==> src/rtl/vec_alu_sequencer.sv <==
// rtl/vec_alu_sequencer.sv - issue-side element sequencer for the vector ALU datapath
// Optional per-element write mask enabled by defining VEC_SEQ_MASK_EN.
module vec_alu_sequencer #(
    parameter int VLEN = 8,
    parameter int RW   = 3,
    localparam int IW  = $clog2(VLEN)
) (
    input  logic            clk,
    input  logic            rst_n,
    input  logic            instr_valid,
    output logic            instr_ready,
    input  logic [3:0]      instr_opcode,
    input  logic [RW-1:0]   instr_vd,
    input  logic [RW-1:0]   instr_va,
    input  logic [RW-1:0]   instr_vb,
    input  logic [7:0]      instr_scalar,
`ifdef VEC_SEQ_MASK_EN
    input  logic [VLEN-1:0] instr_mask,
`endif
    output logic            rf_rd_en,
    output logic [RW-1:0]   rf_rd_reg_a,
    output logic [RW-1:0]   rf_rd_reg_b,
    output logic [IW-1:0]   rf_rd_idx,
    input  logic [7:0]      rf_rd_data_a,
    input  logic [7:0]      rf_rd_data_b,
    output logic [3:0]      alu_opcode,
    output logic [7:0]      alu_val_a,
    output logic [7:0]      alu_val_b,
    input  logic [7:0]      alu_resultado,
    output logic            rf_wr_en,
    output logic [RW-1:0]   rf_wr_reg,
    output logic [IW-1:0]   rf_wr_idx,
    output logic [7:0]      rf_wr_data,
    output logic            busy,
    output logic            done,
    output logic            err
);

    typedef enum logic [1:0] {
        IDLE   = 2'd0,
        READ   = 2'd1,
        DRAIN1 = 2'd2,
        DRAIN2 = 2'd3
    } state_t;

    state_t state_q, state_d;

    function automatic logic op_is_vv(input logic [3:0] op);
        return (op == 4'b0001) || (op == 4'b0010);
    endfunction

    function automatic logic op_is_vs(input logic [3:0] op);
        logic r;
        case (op)
            4'b0101, 4'b0110, 4'b0111, 4'b1000,
            4'b1001, 4'b1010, 4'b1011, 4'b1111: r = 1'b1;
            default:                            r = 1'b0;
        endcase
        return r;
    endfunction

    logic          accept;
    logic          legal;
    logic          finish;
    logic [IW-1:0] k_q;
    logic [RW-1:0] vd_q, va_q, vb_q;
    logic [7:0]    scalar_q;
    logic          vs_q;
    logic          s1_valid_q, s2_valid_q;
    logic [IW-1:0] s1_idx_q, s2_idx_q;
    logic          done_q, err_q;
    logic          wr_gate;

    always_ff @(posedge clk or negedge rst_n) begin
        if (!rst_n) begin
            state_q <= IDLE;
        end else begin
            state_q <= state_d;
        end
    end

    always_comb begin
        state_d = state_q;
        accept  = 1'b0;
        legal   = op_is_vv(instr_opcode) || op_is_vs(instr_opcode);
        finish  = 1'b0;
        case (state_q)
            IDLE: begin
                if (instr_valid) begin
                    accept = 1'b1;
                    if (legal) begin
                        state_d = READ;
                    end
                end
            end
            READ: begin
                if (k_q == IW'(VLEN - 1)) begin
                    state_d = DRAIN1;
                end
            end
            DRAIN1: state_d = DRAIN2;
            DRAIN2: begin
                state_d = IDLE;
                finish  = 1'b1;
            end
            default: state_d = IDLE;
        endcase
    end

    // Fields are latched on every acceptance, illegal ones included, so
    // alu_opcode always reflects the most recently accepted instruction.
    always_ff @(posedge clk or negedge rst_n) begin
        if (!rst_n) begin
            alu_opcode <= '0;
            vd_q       <= '0;
            va_q       <= '0;
            vb_q       <= '0;
            scalar_q   <= '0;
            vs_q       <= 1'b0;
        end else if (accept) begin
            alu_opcode <= instr_opcode;
            vd_q       <= instr_vd;
            va_q       <= instr_va;
            vb_q       <= instr_vb;
            scalar_q   <= instr_scalar;
            vs_q       <= op_is_vs(instr_opcode);
        end
    end

    // Element counter wraps to zero after the last read since VLEN is a power of two.
    always_ff @(posedge clk or negedge rst_n) begin
        if (!rst_n) begin
            k_q <= '0;
        end else if (state_q == READ) begin
            k_q <= k_q + IW'(1);
        end
    end

    always_ff @(posedge clk or negedge rst_n) begin
        if (!rst_n) begin
            s1_valid_q <= 1'b0;
            s1_idx_q   <= '0;
            s2_valid_q <= 1'b0;
            s2_idx_q   <= '0;
            alu_val_a  <= '0;
            alu_val_b  <= '0;
            done_q     <= 1'b0;
            err_q      <= 1'b0;
        end else begin
            s1_valid_q <= (state_q == READ);
            s1_idx_q   <= k_q;
            s2_valid_q <= s1_valid_q;
            s2_idx_q   <= s1_idx_q;
            if (s1_valid_q) begin
                alu_val_a <= rf_rd_data_a;
                alu_val_b <= vs_q ? scalar_q : rf_rd_data_b;
            end
            done_q <= finish || (accept && !legal);
            err_q  <= accept && !legal;
        end
    end

`ifdef VEC_SEQ_MASK_EN
    logic [VLEN-1:0] mask_q;

    always_ff @(posedge clk or negedge rst_n) begin
        if (!rst_n) begin
            mask_q <= '0;
        end else if (accept) begin
            mask_q <= instr_mask;
        end
    end

    assign wr_gate = mask_q[s2_idx_q];
`else
    assign wr_gate = 1'b1;
`endif

    assign instr_ready = (state_q == IDLE);
    assign busy        = (state_q != IDLE);
    assign rf_rd_en    = (state_q == READ);
    assign rf_rd_idx   = k_q;
    assign rf_rd_reg_a = va_q;
    assign rf_rd_reg_b = vb_q;
    assign rf_wr_en    = s2_valid_q && wr_gate;
    assign rf_wr_reg   = vd_q;
    assign rf_wr_idx   = s2_idx_q;
    assign rf_wr_data  = s2_valid_q ? alu_resultado : 8'h00;
    assign done        = done_q;
    assign err         = err_q;

endmodule

==> config.mk <==
export PLATFORM = sky130hd
export DESIGN_NAME = vec_alu_sequencer
export DESIGN_NICKNAME = d
export VERILOG_FILES = /design/src/rtl/vec_alu_sequencer.sv
export SDC_FILE = /design/constraint.sdc
export NUM_CORES = 1
export LEC_CHECK = 0
export CORE_ASPECT_RATIO = 0.9
export CORE_MARGIN = 5
export CORE_UTILIZATION = 43
export DETAILED_ROUTE_END_ITERATION = 6
export GPL_TIMING_DRIVEN = 0
export PLACE_DENSITY_LB_ADDON = 0.2
export SKIP_CTS_REPAIR_TIMING = 1
export SLEW_MARGIN = 20
export SYNTH_ARGS = -nofsm -noshare
export SYNTH_HDL_FRONTEND = slang
export SYNTH_SLANG_ARGS = --single-unit
==> constraint.sdc <==
create_clock -name clk -period 4.3 [get_ports clk]
set_clock_uncertainty 0.2 [all_clocks]
set_input_delay 1.29 -clock clk [delete_from_list [all_inputs] [get_ports clk]]
set_output_delay 1.29 -clock clk [all_outputs]
set_load 0.01 [all_outputs]
# Word-level counts from Yosys, hierarchy flattened
# Memories as Yosys holds them, arrays and structs flattened. A register that Yosys moved wholly into a read port is not among the register bits.
# Cells that the tools add are included.
# W data, S select, Z words.
[word_totals] ff_bits=52 rom_bits=32 out_inout_bits=49 word_cells=45 mem_count=2
[op_classes] add_sub_neg=1 n_eq_ne=9 n_mux=9 reduce_logical=9
[memory_table] memory="(no name shown)" depth=16 word_bits=1 rd=1 rd_ports_with_merged_regs=1 write_ports=0 line_no="54" rtl="case (op)"
[memory_table] memory="(no name shown)" depth=16 word_bits=1 rd=1 rd_ports_with_merged_regs=0 write_ports=0 line_no="54"
[ops] operator="$mux W8" count=2
[ops] operator="$pmux W2 S4" count=1
[ops] operator="$mux W2" count=3
[ops] operator="$eq A2 B2 Y1 const B" count=2
[ops] operator="$eq A4 B1 Y1 const B" count=1
[ops] operator="$eq A4 B2 Y1 const B" count=1
[ops] operator="$ne A2 B1 Y1 const B" count=2
[ops] operator="$add A3 B1 Y3 const B" count=1
[ops] operator="$eq A3 B3 Y1 const B" count=1
[ops] operator="$logic_or A1 B1 Y1" count=3
[ops] operator="$mux W1" count=3
[ops] operator="$reduce_and A3 Y1" count=1
[ops] operator="$eq A2 B1 Y1 const B" count=1
[ops] operator="$logic_not A1 Y1" count=2
[ops] operator="$logic_not A2 Y1" count=1
[ops] operator="$ne A2 B2 Y1 const B" count=1
[ops] operator="$reduce_bool A2 Y1" count=1
[ops] operator="$logic_and A1 B1 Y1" count=1

# Longest topological paths before layout
# Gate-level depths: netlist (run 1).
[logic_depth] depth_word=6 mapped_depth=6 ltp_nobuf=6

# Worst setup path after synthesis (run 1)
# Ideal clock, no wire load.
[synth_path] path_type="in2out" start="input alu_resultado[0]" end="output rf_wr_data[0]" arrival_ps=1455 t_required_ps=2810 slack_ps=1355 path_stages=1 path_buffers=0 path_cell_list="and2_1"
[synth_via] elab_chain_len=1
[synth_lines] element="start, declared" line_no="29" rtl="input logic [7:0] alu_resultado,"
[synth_lines] element="$mux W8" line_no="188" rtl="assign rf_wr_data = s2_valid_q ? alu_resultado : 8'h00;"
[synth_lines] element="end, declared" line_no="33" rtl="output logic [7:0] rf_wr_data,"
# Every way passes these cells.

# Final worst setup path (run 1)
# Ends and elaborated chain as after synthesis.

==> metrics, run 1 <==
number of CTS-inserted buffers 5; Max Cap Violations 0; remaining routing DRC violations 0; routed length per placed instance 14.3 um; most frequent cells after synthesis 53 x dfrtp_1, 30 x mux2_2, 10 x a21oi_1, 10 x nor2_1; Final Setup Violations 0; clock transition time at the flip-flop clock pins of the worst setup and hold paths 0.09 ns; final critical delay including setup and external delays between 3 and 4 ns; CP Buf/Inv Count 2; most used flip-flop cell after synthesis dfrtp_1; required time at the worst-slack endpoint 2.81 ns; post-synthesis to final-layout area growth 54.0%; registers with the highest flip-flop counts alu_val_a (8), alu_val_b (8), scalar_q (8); number of pins with negative max-slew slack in the final report 0; crit-path max FO 1; latest clock arrival within the worst-skew pair 0.29 ns; Total Negative Setup Slacks 0 ns; Post-Place Worst Slack 0.401 ns; final setup margin a little over 0.4 ns; number of clock sinks 53; die area 6490 um^2; critical setup path kind input port to output port; Unique masters post-synth 21; max incr delay on CP about 0.53 ns; number of antenna repair diodes 0; Overflow after GRT 0; part of the Yosys area used for sequential elements approximately three fifths; proportion of layout cells with a drive suffix above 1 17.8%; fraction of the cycle the final worst path needs between 90% and 100%; ordered list of cells on the worst path clkdlybuf4s50_1 -> and2_1 -> clkdlybuf4s50_1; Top Family by Delay on Critical Path buffers and inverters; cell with the biggest individual delay on the critical path clkdlybuf4s50_1; DP Wirelength 3480 um; number of global-route vias before repair 1604; total power divided by cell area 703 nW/um^2; count of port buffers added during placement 96; Post-DP Area 3180 um^2; antenna violation net count after detailed routing 0; Core Footprint 4830 um^2; highest attainable clock frequency 0.257 GHz; post-synth top area share 61.9%; fill count 370; starting density of the core 44.3%; setup repair after global routing missed its margin false; leading area contributor after synthesis dfrtp_1; Worst-Margin Slew 0.658 ns; worst min-delay path category flop to flop; cells after synthesis 154; number of vias per cell 4.72; CP dominant cell by count clkdlybuf4s50_1; Synthesized Nets 209; Total Nets Final 312; WP data arrival approximately 2.4 ns; average size of a mapped cell 13.9 um^2; Static Leak 1.41 nW; Max VDD drop roughly 0.41 mV; final std cell area, no fill between 3000 and 4000 um^2; ys async rst share 100%; cell area after synthesis 2140 um^2; worst-case clock buffer depth 2; Pre-Repair DR Iteration Count 2; wirelength, routed 4600 um; CTS Root Cell clkbuf_8; x dimension of the die 84.4 um; maximum level of the CTS H-tree 2; Global Route Usage Sum 15.1%; endpoint type of the worst setup path output port; worst slew margin relative to its limit 56.2%; most area-consuming cells after synthesis dfrtp_1 62%, mux2_2 16%, mux2i_1 4.2%, ha_1 4.1%, and2_1 2.6%; initial antenna violation count 0; cell with the most instances after synthesis dfrtp_1; outcome completed; number of hold violations in the final report 0; top-level I/O count 97; TritonCTS clock tree built; largest net degree at the start of global routing 54; vias after detailed routing approximately 1500; startpoint kind of the worst setup timing path input port; wire length of the first global-routing pass approximately 8000 um; weighted congestion reported at the end of routability-driven placement between 0.7 and 0.8; number of core rows 24; DR iter-0 viols 64; warnings from Yosys 0; EDFF count, synth 0; die boundary height ~77 um; synthesis-stage register bit count 53; final standard cell utilization of the core 68.2%
[routing by layer]
layer / global-route usage, % / vias up / routed length, um
li1: - / 728 / -
met1: 19.4 / 727 / 1980
met2: 23.6 / 67 / 2100
met3: 6.11 / 4 / 476
met4: 4.27 / 0 / 44
met5: 0 / - / 0
[power by group]
group / internal (mW) / switching, mW / total, mW
logic: 0.670 / 0.430 / 1.10
registers: 0.750 / 0.127 / 0.878
clock network: 0.190 / 0.151 / 0.341
total: 1.61 / 0.708 / 2.32
[cell usage in the layout, fill, tap and decap left out, types with 3 or more instances in the layout]
| master | n |
|---|---|
| dfrtp_1 | 53 |
| a21oi_1 | 10 |
| buf_2 | 4 |
| mux2i_1 | 9 |
| inv_1 | 4 |
| nand2_1 | 4 |
| clkbuf_8 | 6 |
| clkbuf_1 | 3 |
| clkdlybuf4s50_1 | 95 |
| and2_1 | 9 |
| ha_1 | 7 |
| nor2_1 | 10 |
| mux2_2 | 30 |
| o21ai_0 | 3 |
[cell families after synthesis]
family / share of synthesized area, %
multiplexers: 20.7
AND/OR/NAND/NOR: 6.13
AO/OA/AOI/OAI: 4.79
flip-flops: 61.9
XOR/XNOR: 0.409
buffers and inverters: 1.99
adder cells (fa/ha/maj): 4.09
[cell type report]
class                      count  area [um^2]  share of cell area, %
inverter                       4         15.0                  0.455
timing repair buffer          96          958                   29.1
tap                           65         81.3                   2.47
buffer                         6         27.5                  0.835
clock inverter                 1         30.0                  0.910
sequential                    53         1330                   40.2
multi-input combinational     91          773                   23.4
clock buffer                   7         86.3                   2.62
[metrics by stage]
stage	cells	hold slack [ns]	power, mW
floorplan	154	0.131	1.42
global placement	315	0.132	1.98
detailed placement	315	0.139	2.01
CTS	323	0.159	2.36
global route	323	0.179	2.49
finish	323	0.156	2.32
[worst paths after layout]
kind,from,endpoint,slack (ns),depth (start not counted)
worst min-delay path,s1_idx_q[2]$_DFF_PN0_,rf_wr_idx[2]$_DFF_PN0_,0.16,0
max in group asynchronous,rst_n,rf_rd_idx[0]$_DFFE_PN0N_,2.64,1
min in group asynchronous,rst_n,alu_opcode[0]$_DFFE_PN0P_,0.81,1
worst min register to register,s1_idx_q[2]$_DFF_PN0_,rf_wr_idx[2]$_DFF_PN0_,0.16,0
worst max-delay path,alu_resultado[0],rf_wr_data[0],0.41,3
worst max register to register,rf_rd_idx[0]$_DFFE_PN0N_,state_q[1]$_DFFE_PN0P_,2.27,6
Note: power is estimated with default switching activity, not from simulation.
==> run 2: changes to the inputs <==
- CORE_UTILIZATION: 43 -> 41
- RECOVER_POWER: not set -> 100
- clock period: 4.3 -> 3.79 ns (I/O delays scaled with it)
==> run 2 against run 1 <==
Worst hold slack hardly changed; first-iteration DRC count down 50%; sequential power up 13%; critical path depth is the same; routed wire length grew 2.2%; worst setup slack lost 0.27 ns; cell count up 0.62%; critical path type unchanged.
==> metrics, run 2 (synthesis results as in run 1) <==
outcome completed; weighted congestion reported at the end of routability-driven placement 0.784 (+2.6%); required time at the worst-slack endpoint 2.45 ns (-0.36 ns); worst min-delay path category flop to flop; number of vias per cell 4.60 (-2.6%); cell with the biggest individual delay on the critical path dlygate4sd3_1; fraction of the cycle the final worst path needs 96.3%; final standard cell utilization of the core 63.8% (-4.4 points); launch point of the critical path alu_resultado[1]; remaining routing DRC violations 0 (unchanged); registers with the highest flip-flop counts alu_val_a (8), alu_val_b (8), scalar_q (8); Core Footprint 5160 um^2 (+6.8%); number of clock sinks 53 (unchanged); Hold Worst Slack 0.156 ns (+0.0000280 ns); Static Leak 1.45 nW (+2.8%); max incr delay on CP 0.61 ns (+0.08 ns); DP Wirelength 3550 um (+2.2%); setup repair after global routing missed its margin false; DR iter-0 viols 32 (-50%); startpoint kind of the worst setup timing path input port; fill count 430 (+16%); vias after detailed routing 1495 (-2.0%); die boundary height 78.6 um (+2.1%); proportion of layout cells with a drive suffix above 1 16.7% (-1.2 points); Worst R2R Path Depth 5 (-1); final critical delay including setup and external delays 3.65 ns; count of port buffers added during placement 96 (unchanged); CTS Root Cell clkbuf_8; initial antenna violation count 0 (unchanged); die area 6770 um^2 (+4.3%); endpoint of the worst setup timing path rf_wr_data[1]; largest net degree at the start of global routing 54 (unchanged); x dimension of the die 86.2 um (+2.1%); number of core rows 25 (+4.2%); Max VDD drop 0.365 mV (-12%); number of CTS-inserted buffers 5 (unchanged); most frequent standard cell in the layout excluding fill and tap cells dlygate4sd3_1; wire length of the first global-routing pass 7900 um (+1.2%); CP Buf/Inv Count 2 (unchanged); wirelength, routed 4700 um (+2.2%); cell count after placement 317 (+0.63%); total power divided by cell area 769 nW/um^2 (+9.4%); Pre-Repair DR Iteration Count 3 (+1); Max Cap Violations 0 (unchanged); number of pins with negative max-slew slack in the final report 0 (unchanged); logic depth of the worst setup path including buffers 3 (unchanged); Register-to-Register Setup Slack 1.64 ns (-0.63 ns); antenna violation net count after detailed routing 0 (unchanged); commonest cells after routing, fill and taps aside 67 x dlygate4sd3_1, 53 x dfrtp_1, 29 x mux2_2; number of standard cells in the layout, taps in and fillers out 325 (+0.62%); crit-path max FO 1 (unchanged); number of hold violations in the final report 0 (unchanged); r2r startpoint state_q[0]$_DFFE_PN0P_; WP data arrival 2.31 ns (-0.09 ns); maximum level of the CTS H-tree 2 (unchanged); number of antenna repair diodes 0 (unchanged); Final Setup Violations 0 (unchanged); number of global-route vias before repair 1563 (-2.6%); ordered list of cells on the worst path clkdlybuf4s50_1 -> and2_1 -> dlygate4sd3_1; Total Nets Final 312 (unchanged); worst slew margin relative to its limit 13.8% (-42 points); starting density of the core 41.5% (-2.8 points); reg2reg end rf_wr_reg[2]$_DFFE_PN0P_; highest attainable clock frequency 0.274 GHz; Top Family by Delay on Critical Path buffers and inverters; clock transition time at the flip-flop clock pins of the worst setup and hold paths 0.10 ns (about the same); latest clock arrival within the worst-skew pair 0.30 ns (about the same); critical setup path kind input port to output port; endpoint type of the worst setup path output port; worst-case clock buffer depth 2 (unchanged); routed length per placed instance 14.5 um (+1.6%); Overflow after GRT 0 (unchanged); top-level I/O count 97 (unchanged); Worst-Margin Slew 1.29 ns (+0.636 ns); TritonCTS clock tree built; Global Route Usage Sum 14.9% (-0.16 points); post-synthesis to final-layout area growth 53.7%
## run 2: cell types whose count changed in the layout (fill, tap and decap cells not counted)
cell | before | now
buf_4 | 1 | 0
a41oi_2 | 1 | 0
clkdlybuf4s50_1 | 95 | 28
clkbuf_1 | 3 | 4
a41oi_1 | 0 | 1
clkinvlp_4 | 0 | 1
mux2_2 | 30 | 29
dlygate4sd3_1 | 0 | 67
mux2_1 | 0 | 1
clkbuf_2 | 0 | 1
buf_2 | 4 | 2
## run 2: worst min path at each step
stage / from / endpoint / slack, ns / cells past startpoint
after floorplan: s1_idx_q[0]$_DFF_PN0_ / rf_wr_idx[0]$_DFF_PN0_ / 0.13 / 0
after global placement: s1_idx_q[2]$_DFF_PN0_ / rf_wr_idx[2]$_DFF_PN0_ / 0.13 / 0
after detailed placement: s1_idx_q[1]$_DFF_PN0_ / rf_wr_idx[1]$_DFF_PN0_ / 0.13 / 0
after CTS: s1_idx_q[1]$_DFF_PN0_ / rf_wr_idx[1]$_DFF_PN0_ / 0.16 / 0
after global routing: s1_idx_q[1]$_DFF_PN0_ / rf_wr_idx[1]$_DFF_PN0_ / 0.16 / 0
final: s1_idx_q[1]$_DFF_PN0_ / rf_wr_idx[1]$_DFF_PN0_ / 0.16 / 0
## run 2: where the power goes
part / switching, mW / internal, mW
clock: 0.182 / 0.215
sequential: 0.137 / 0.851
combinational: 0.485 / 0.660
total: 0.804 / 1.73
## run 2: layer usage
layer | vias to the layer above | track usage (%) | share of wire (%)
met1 | 710 | 20.5 | 46
met3 | 6 | 5.35 | 7.0
met4 | 0 | 3.74 | 1.0
met2 | 46 | 22.4 | 46
li1 | 733 | - | -
met5 | - | 0 | 0
## run 2: area by class of cell
cell class	count	area (um^2)	share of cell area, %
Clock inverter	2	37.5	1.14
Inverter	4	15.0	0.456
Sequential cell	53	1330	40.3
Clock buffer	6	82.6	2.51
Timing Repair Buffer	96	956	29.0
Buffer	6	25.0	0.760
Multi-Input combinational cell	91	766	23.3
Tap cell	67	83.8	2.55
## run 2: per-stage QoR
step	total power, mW	area [um^2]	worst slack (ns)	setup TNS, ns
detailed placement	2.28	3180	0.203	0
CTS	2.69	3300	0.204	0
global placement	2.25	3190	-0.269	-14.09
floorplan	1.62	2140	1.15	0
global route	2.71	3290	0.102	0
finish	2.53	3290	0.141	0
## run 2: worst reg2reg max path, delay by kind of cell (launching register included)
family / cells / cell delay [ns]
AND/OR/NAND/NOR: 1 / 0.23
multiplexers: 1 / 0.40
adder cells (fa/ha/maj): 1 / 0.24
buffers and inverters: 2 / 0.57
flip-flops: 1 / 0.40
==> run 3: changes to the inputs <==
- MAX_ROUTING_LAYER: not set -> met4
==> run 3 against run 2 <==
Non-clock buffer count unchanged; clock power about the same; cell count unchanged; total power about the same; global-route usage increased by 0.41 points; register-to-register slack about the same; maximum frequency unchanged; cell area unchanged; core utilization unchanged; critical endpoint unchanged; largest cell class unchanged.
==> metrics, run 3 (synthesis results as in run 1) <==
Final Setup Violations 0 (unchanged); endpoint of the worst setup timing path rf_wr_data[1]; required time at the worst-slack endpoint 2.45 ns (about the same); Static Leak 1.45 nW (unchanged); weighted congestion reported at the end of routability-driven placement 0.795 (+1.4%); number of clock sinks 53 (unchanged); Register-to-Register Setup Slack 1.65 ns (about the same); setup repair after global routing missed its margin false; wirelength, routed 4720 um (+0.30%); die area 6770 um^2 (unchanged); largest net degree at the start of global routing 54 (unchanged); Worst-Margin Slew 1.29 ns (-0.00464 ns); wire length of the first global-routing pass 7900 um (unchanged); r2r startpoint state_q[0]$_DFFE_PN0P_; Total Power Consumption 2.53 mW (about the same); Post-DP Area 3180 um^2 (unchanged); Overflow after GRT 0 (unchanged); Hold Worst Slack 0.156 ns (+0.000892 ns); final std cell area, no fill 3290 um^2 (unchanged); launch point of the critical path alu_resultado[1]; Max Cap Violations 0 (unchanged); Pre-Repair DR Iteration Count 3 (unchanged); CTS Root Cell clkbuf_8; routed length per placed instance 14.5 um (+0.30%); number of pins with negative max-slew slack in the final report 0 (unchanged); highest attainable clock frequency 0.274 GHz (unchanged); Total Negative Setup Slacks 0 ns (unchanged); clock transition time at the flip-flop clock pins of the worst setup and hold paths 0.10 ns (about the same); initial antenna violation count 0 (unchanged); fraction of the cycle the final worst path needs 96.3% (about the same); proportion of layout cells with a drive suffix above 1 16.7% (unchanged); Global Route Usage Sum 15.3% (+0.41 points); number of hold violations in the final report 0 (unchanged); number of core rows 25 (unchanged); WP data arrival 2.31 ns (about the same); final critical delay including setup and external delays 3.65 ns (+0.00000100 ns); Worst R2R Path Depth 5 (unchanged); x dimension of the die 86.2 um (unchanged); remaining routing DRC violations 0 (unchanged); Core Footprint 5160 um^2 (unchanged); number of global-route vias before repair 1564 (+0.064%); worst min-delay path category flop to flop; registers with the highest flip-flop counts alu_val_a (8), alu_val_b (8), scalar_q (8); antenna violation net count after detailed routing 0 (unchanged); commonest cells after routing, fill and taps aside 67 x dlygate4sd3_1, 53 x dfrtp_1, 29 x mux2_2; number of CTS-inserted buffers 5 (unchanged); worst slew margin relative to its limit 14.1% (+0.31 points); Max VDD drop 0.365 mV (+0.14%); crit-path max FO 1 (unchanged); worst-case clock buffer depth 2 (unchanged); DR iter-0 viols 32 (unchanged); number of antenna repair diodes 0 (unchanged); reg2reg end rf_wr_reg[2]$_DFFE_PN0P_; starting density of the core 41.5% (unchanged); number of vias per cell 4.59 (-0.20%); startpoint kind of the worst setup timing path input port; vias after detailed routing 1492 (-0.20%); most frequent standard cell in the layout excluding fill and tap cells dlygate4sd3_1; TritonCTS clock tree built; total power divided by cell area 769 nW/um^2 (about the same); die boundary height 78.6 um (unchanged); DP Wirelength 3550 um (unchanged); top-level I/O count 97 (unchanged); Total Nets Final 312 (unchanged); post-synthesis to final-layout area growth 53.7% (unchanged); count of port buffers added during placement 96 (unchanged); latest clock arrival within the worst-skew pair 0.30 ns (about the same); endpoint type of the worst setup path output port; outcome completed; critical setup path kind input port to output port; maximum level of the CTS H-tree 2 (unchanged)
-- run 3: cell counts in the layout (fill, tap and decap cells not counted) --
Identical to the previous run, type by type.
-- run 3: where the power goes --
| group | switching, mW | total, mW | internal [mW] |
|---|---|---|---|
| Clock | 0.183 | 0.397 | 0.215 |
| Combinational | 0.484 | 1.14 | 0.660 |
| Sequential | 0.139 | 0.989 | 0.851 |
-- run 3: worst max-delay path: stages --
cell and delay, ns:
clkdlybuf4s50_1 0.45, and2_1 0.11, dlygate4sd3_1 0.61
-- run 3: metrics by stage --
step	std cells	utilization (%)	setup WS [ns]
final	325	63.8	0.141
after global routing	325	63.8	0.102
after CTS	325	64.0	0.204
after detailed placement	317	61.7	0.203
after global placement	317	61.7	-0.269
after floorplan	154	-	1.15
-- run 3: worst min path at each step --
| stage | start | to | cells past startpoint |
|---|---|---|---|
| finish | s1_idx_q[1]$_DFF_PN0_ | rf_wr_idx[1]$_DFF_PN0_ | 0 |
| global route | s1_idx_q[1]$_DFF_PN0_ | rf_wr_idx[1]$_DFF_PN0_ | 0 |
| CTS | s1_idx_q[1]$_DFF_PN0_ | rf_wr_idx[1]$_DFF_PN0_ | 0 |
| detailed placement | s1_idx_q[1]$_DFF_PN0_ | rf_wr_idx[1]$_DFF_PN0_ | 0 |
| global placement | s1_idx_q[2]$_DFF_PN0_ | rf_wr_idx[2]$_DFF_PN0_ | 0 |
| floorplan | s1_idx_q[0]$_DFF_PN0_ | rf_wr_idx[0]$_DFF_PN0_ | 0 |
-- run 3: cell type report --
class	instances	area, um^2
repair buffers	96	956
well taps	67	83.8
flip-flops and latches	53	1330
clock buffers	6	82.6
clock inverters	2	37.5
fillers	430	1870
plain buffers	6	25.0
inverters	4	15.0
multi-input cells	91	766
-- run 3: metal layers --
layer	vias to the layer above	global-route usage, %	part of all wire [%]
li1	733	-	-
met1	707	21.0	47
met2	46	22.3	46
met3	6	4.72	6.3
met4	0	3.74	1.0
met5	-	-	0
